**src/rtl/johnson_step_gen.sv**
```systemverilog


module johnson_step_gen #(
   parameter int         PRESCALE = 1,
   parameter logic [3:0] INIT     = 4'b0000
) (
   input  logic       clk,
   input  logic       rst_n,
   input  logic       en,
   input  logic       dir,
   input  logic       load,
   input  logic [3:0] load_val,
   input  logic       clr_err,
   output logic [3:0] j,
   output logic [2:0] pos,
   output logic       step,
   output logic       wrap,
   output logic       err
);

   localparam int PCW = (PRESCALE > 1) ? $clog2(PRESCALE) : 1;
   localparam logic [PCW-1:0] PMAX = PCW'(PRESCALE - 1);

   // Returns {legal, index}. Illegal codes report index 0, which is also the
   // position of the 0000 fallback an illegal load installs.
   function automatic logic [3:0] legal_idx(input logic [3:0] c);
      logic [3:0] r;
      case (c)
         4'b0000: r = 4'b1_000;
         4'b0001: r = 4'b1_001;
         4'b0011: r = 4'b1_010;
         4'b0111: r = 4'b1_011;
         4'b1111: r = 4'b1_100;
         4'b1110: r = 4'b1_101;
         4'b1100: r = 4'b1_110;
         4'b1000: r = 4'b1_111;
         default: r = 4'b0_000;
      endcase
      return r;
   endfunction

   localparam logic [3:0] INIT_LI  = legal_idx(INIT);
   localparam logic [2:0] INIT_POS = INIT_LI[2:0];

   logic [PCW-1:0] pcnt, pcnt_nxt;
   logic [3:0]     j_nxt, j_step, load_li;
   logic [2:0]     pos_nxt, pos_step;
   logic           step_nxt, wrap_nxt, err_nxt;
   logic           step_due, load_ok;

   assign load_li  = legal_idx(load_val);
   assign load_ok  = load_li[3];
   assign step_due = en && (pcnt == PMAX);

   // Shift left inserting ~MSB (forward) or shift right inserting ~LSB
   // (backward); both preserve Johnson legality.
   assign j_step   = dir ? {~j[0], j[3:1]} : {j[2:0], ~j[3]};
   assign pos_step = dir ? (pos - 3'd1) : (pos + 3'd1);

   always_comb begin
      j_nxt    = j;
      pos_nxt  = pos;
      pcnt_nxt = pcnt;
      step_nxt = 1'b0;
      wrap_nxt = 1'b0;
      err_nxt  = err;

      if (load) begin
         // A load always restarts the prescale interval and suppresses the
         // step that may have been due in the same cycle.
         pcnt_nxt = '0;
         if (load_ok) begin
            j_nxt   = load_val;
            pos_nxt = load_li[2:0];
         end else begin
            j_nxt   = 4'b0000;
            pos_nxt = 3'd0;
         end
      end else if (step_due) begin
         pcnt_nxt = '0;
         j_nxt    = j_step;
         pos_nxt  = pos_step;
         step_nxt = 1'b1;
         wrap_nxt = (j_step == 4'b0000);
      end else if (en) begin
         pcnt_nxt = pcnt + PCW'(1);
      end

      // Set beats clear when both occur together.
      if (load && !load_ok)
         err_nxt = 1'b1;
      else if (clr_err)
         err_nxt = 1'b0;
   end

   always_ff @(posedge clk) begin
      if (!rst_n) begin
         j    <= INIT;
         pos  <= INIT_POS;
         pcnt <= '0;
         step <= 1'b0;
         wrap <= 1'b0;
         err  <= 1'b0;
      end else begin
         j    <= j_nxt;
         pos  <= pos_nxt;
         pcnt <= pcnt_nxt;
         step <= step_nxt;
         wrap <= wrap_nxt;
         err  <= err_nxt;
      end
   end

endmodule

```
**config.mk**
```make
export PLATFORM = sky130hd
export DESIGN_NAME = johnson_step_gen
export DESIGN_NICKNAME = d
export VERILOG_FILES = /design/src/rtl/johnson_step_gen.sv
export SDC_FILE = /design/constraint.sdc
export NUM_CORES = 1
export LEC_CHECK = 0
export ABC_AREA = 1
export CAP_MARGIN = 10
export CORE_MARGIN = 2
export CORE_UTILIZATION = 44
export CTS_CLUSTER_SIZE = 25
export DETAILED_ROUTE_END_ITERATION = 8
export HOLD_SLACK_MARGIN = 0.12
export MAX_ROUTING_LAYER = met4
export PLACE_DENSITY_LB_ADDON = 0.2
export SYNTH_ARGS = -nofsm -noshare
export SYNTH_HDL_FRONTEND = slang
export SYNTH_SLANG_ARGS = --single-unit
```
**constraint.sdc**
```tcl
create_clock -name clk -period 1.5 [get_ports clk]
set_clock_uncertainty 0.1 [all_clocks]
set_input_delay 0.3 -clock clk [delete_from_list [all_inputs] [get_ports clk]]
set_output_delay 0.3 -clock clk [all_outputs]
set_load 0.005 [all_outputs]
```
---- Word-level counts from Yosys, hierarchy flattened ----
Memory sizes are Yosys's and may differ from the RTL's.
Index checks and enable logic that the tools add are counted.
word-level totals
  word-level logic and storage cells ...... 35
  memory bits (read-only) ................. 64
  memories kept ........................... 1
  flip-flop bits (word level) ............. 11
memories
  name              depth  width  rd ports  clocked after memory_dff  write ports  RTL line  source
  (name not given)  16     4      1         0                         0            28        case (c)
cells by class
  reduce and logical (&&, ||, !) cells .... 9
  bitwise operators ....................... 5
  multiplexer cells ....................... 11
  $add $sub $neg .......................... 3
operators by type and width
  cell                   count
  $mux W4                4
  $mux W3                4
  $reduce_or A3 Y1       2
  $not A1 Y1             5
  $logic_not A4 Y1       1
  $reduce_bool A2 Y1     2
  $add A3 B1 Y3 const B  1
  $mux W1                3
  $sub A3 B1 Y3 const B  1
  $logic_and A1 B1 Y1    2
  $reduce_or A2 Y1       1
  $add A1 B1 Y1 const B  1
  $logic_not A1 Y1       1

---- Depth between registers and ports, before layout ----
  depth in word-level cells ............... 4
  mapped depth ............................ 9
  mapped depth without buffers ............ 9

---- Worst setup path before layout ----
No wires, ideal clock.
  path kind ............................... register to register
  start point ............................. register pos[0]
  end point ............................... register pos[2]
  setup slack ............................. 0.094 ns
  stages on the path, launching flop included .. 9
  buffers on the path ..................... 0
  setup time .............................. 0.119 ns
  arrival time ............................ 1.187 ns
  required time ........................... 1.281 ns
  cells stage by stage .................... dfxtp_1 > inv_1 > fa_1 > inv_1 > nand2_1 > a21oi_1 > nor2_1 > nor2_1 > nor2_1
between the ends
  longest elaborated chain between the ends .. 4
  elaborated cells between the ends (all ways) .. 5
  those cells by class .................... add/sub (2); mux (3)
RTL lines
  what                                                   RTL line  source
  start: declaration                                     15        output logic [2:0] pos,
  start signal: assignment                               106       pos <= pos_nxt;
  $add A3 B1 Y3 / $sub A3 B1 Y3 (equally long branches)  58        assign pos_step = dir ? (pos - 3'd1) : (pos + 3'd1);
  $mux W3 *                                              58
  $mux W3 *                                              79        end else if (step_due) begin
  $mux W3 *                                              68        if (load) begin
Mark *: on every way between the ends. The rest lies on a longest branch, timed or not. The select of a mux whose other input is x is not followed.
A chain may end at the register's enable or synchronous reset.

---- Worst setup path after layout ----
  start point ............................. register pos[1]
  end point ............................... register pos[2]
Same word-level chain as after synthesis.

==> metrics.txt <==
Ports=20; worst path cell trace=inv_1 -> fa_2 -> inv_1 -> nand2_1 -> a21oi_1 -> nor2_1 -> nor2_1 -> nor2_1; Remaining DRCs=0; placed cell area=just under 900 um^2; first-pass GRT wire length=2880 um; Worst EP required=1.56 ns; All-Layer GR Usage=22.2%; Syn. warnings=0; die height=42.3 um; Worst-path clk slew=roughly 0.07 ns; drt pass-1 iters=4; final hold vios=0; CTS Sinks=11; Final Max Slew Viols=0; clk root buf=clkbuf_4; sequential fraction of the synthesis area=between 30% and 40%; share of the synthesized area in the top cell type=between 30% and 40%; Synth-to-Final Area Change=49.5%; worst-margin pin slew=0.246 ns; routed len/inst=11.0 um; final core utilization=a little over 70%; commonest non-fill, non-tap cell in the layout=nand2_1; Pwr Total=0.718 mW; Via density=around 5.0; Critical Path AT=roughly 1.5 ns; CTS tree=yes; CTS H-tree depth=1; Die W=42.3 um; Worst setup SP type=flip-flop; setup_tns=0 ns; vias=between 700 and 800; fmax=0.704 GHz; DP Wirelength=about 1300 um; status=complete, no violations; Worst Setup Path Type=reg2reg; period utilization=94.7%; I/O Buffers=19; crit path max fanout=3; core footprint=roughly 0.0013 mm^2; Worst-Skew Late Latency=0.28 ns; NumNets Final=151; PwrDens=746 mW/mm^2; Synth Instances=108; Netlist cell types=13; post-synth top area cell=dfxtp_1; Synth Net Count=119; commonest non-fill, non-tap cells in the layout=nand2_1 (34), inv_1 (17), nor2_1 (14); largest cells by area after synthesis=dfxtp_1 (34%), nand2_1 (20%), inv_1 (9.9%); Leak Pwr=between 0.5 and 0.6 nW; worst vdd ir=0.558 mV; initial core utilization=between 40% and 50%; number of global-route vias before repair=701; RSZ-0062 raised after global routing=true; gr ovfl total=0; crit end category=flip-flop; min Tclk post-route=1.42 ns; slowest stage delay, CP=~0.35 ns; Post-Syn Area=644 um^2; CTS Buf Count=3; ANT nets after route=0; Rows=13; register area=230 um^2; CTS Buffer Depth=2; ANT cells=0; share of layout cells above drive strength 1=17.3%; DR iter-0 viols=30; FILL cells=~130; CP dominant cell by count=nor2_1; Finish-stage setup viols=0; number of synthesized register bits=11; area of the multi-input gates=354 um^2; final WL=about 1700 um; largest net degree at the start of global routing=8; Syn Area/Cell=5.97 um^2; GPL Wtd Cong=a little over 0.9; min-delay worst type=reg2reg; maxcap violations=0; slew margin rel.=between 80% and 90%; DIE AREA=0.00179 mm^2; post-route cell area=just under 0.001 mm^2; hold buffer count at CTS=0; Slowest cell on crit path=fa_2; initial antenna violation count=0
worst max-delay path, delay by kind of cell (launching register included):
family / cells / cell delay (ns)
adder cells (fa/ha/maj): 1 / 0.35
flip-flops: 1 / 0.34
buffers and inverters: 2 / 0.12
AO/OA/AOI/OAI: 1 / 0.12
AND/OR/NAND/NOR: 4 / 0.27
cells in the mapped netlist:
| library cell | n |
|---|---|
| nand2_1 | 34 |
| inv_1 | 17 |
| nor2_1 | 14 |
| o21ai_0 | 12 |
| dfxtp_1 | 11 |
| a21oi_1 | 6 |
| nand3_1 | 6 |
| nand2_2 | 2 |
| nand4_1 | 2 |
| buf_2 | 1 |
| fa_1 | 1 |
| inv_2 | 1 |
| nor4_1 | 1 |
layout make-up:
cell class              instances  share of cell area, %
flip-flops and latches         11                   23.9
multi-input cells              78                   36.8
clock buffers                   4                   2.73
repair buffers                 28                   27.7
well taps                      15                   1.95
inverters                      18                   7.01
logic make-up (layout without fill, tap and decap cells):
family	after synthesis	count (layout)	share of synthesized area, %
buffers and inverters	19	50	11.3
AOI/OAI and AO/OA	18	18	14.0
DFF	11	11	34.2
and+or+nand+nor	59	59	37.5
adders and majority gates	1	1	3.11
metrics by stage:
step                hold slack, ns  worst slack [ns]  cells
finish                       0.370            0.0797    154
global placement             0.348            -0.414    146
floorplan                    0.277            0.0945    108
global route                 0.409           -0.0278    154
detailed placement           0.359            -0.450    146
CTS                          0.369          0.000440    154
registers in the layout, indices dropped and copies added (netlist names):
| register | cells |
|---|---|
| err | 1 |
| j | 4 |
| pos | 3 |
| pcnt | 1 |
| wrap | 1 |
| step | 1 |
worst paths after layout:
kind | from | to | slack, ns | depth (start not counted)
worst max-delay path | pos[1]$_SDFFE_PN0P_ | pos[2]$_SDFFE_PN0P_ | 0.08 | 8
worst min-delay path | err$_SDFFE_PN0P_ | err$_SDFFE_PN0P_ | 0.37 | 2
worst min register to register | err$_SDFFE_PN0P_ | err$_SDFFE_PN0P_ | 0.37 | 2
worst max register to register | pos[1]$_SDFFE_PN0P_ | pos[2]$_SDFFE_PN0P_ | 0.08 | 8
power breakdown:
part / switching (mW) / internal, mW / leakage [nW]
clock network: 0.103 / 0.103 / 0.0150
registers: 0.00965 / 0.313 / 0.0932
logic: 0.0968 / 0.0931 / 0.472
layer usage:
metal	vias up	global-route usage, %	share of wire (%)
li1	398	-	-
met1	330	24.6	44
met2	30	36.0	47
met3	5	7.76	7.5
met4	0	9.38	2.2
met5	-	-	0
what timing repair did:
action | in CTS | in global routing
buffers inserted | 4 | 0
endpoints found under the setup margin | 10 | 8
resized for setup | 13 | 8
pin swaps | 0 | 3
No activity file was read; power rests on OpenSTA's default activity.
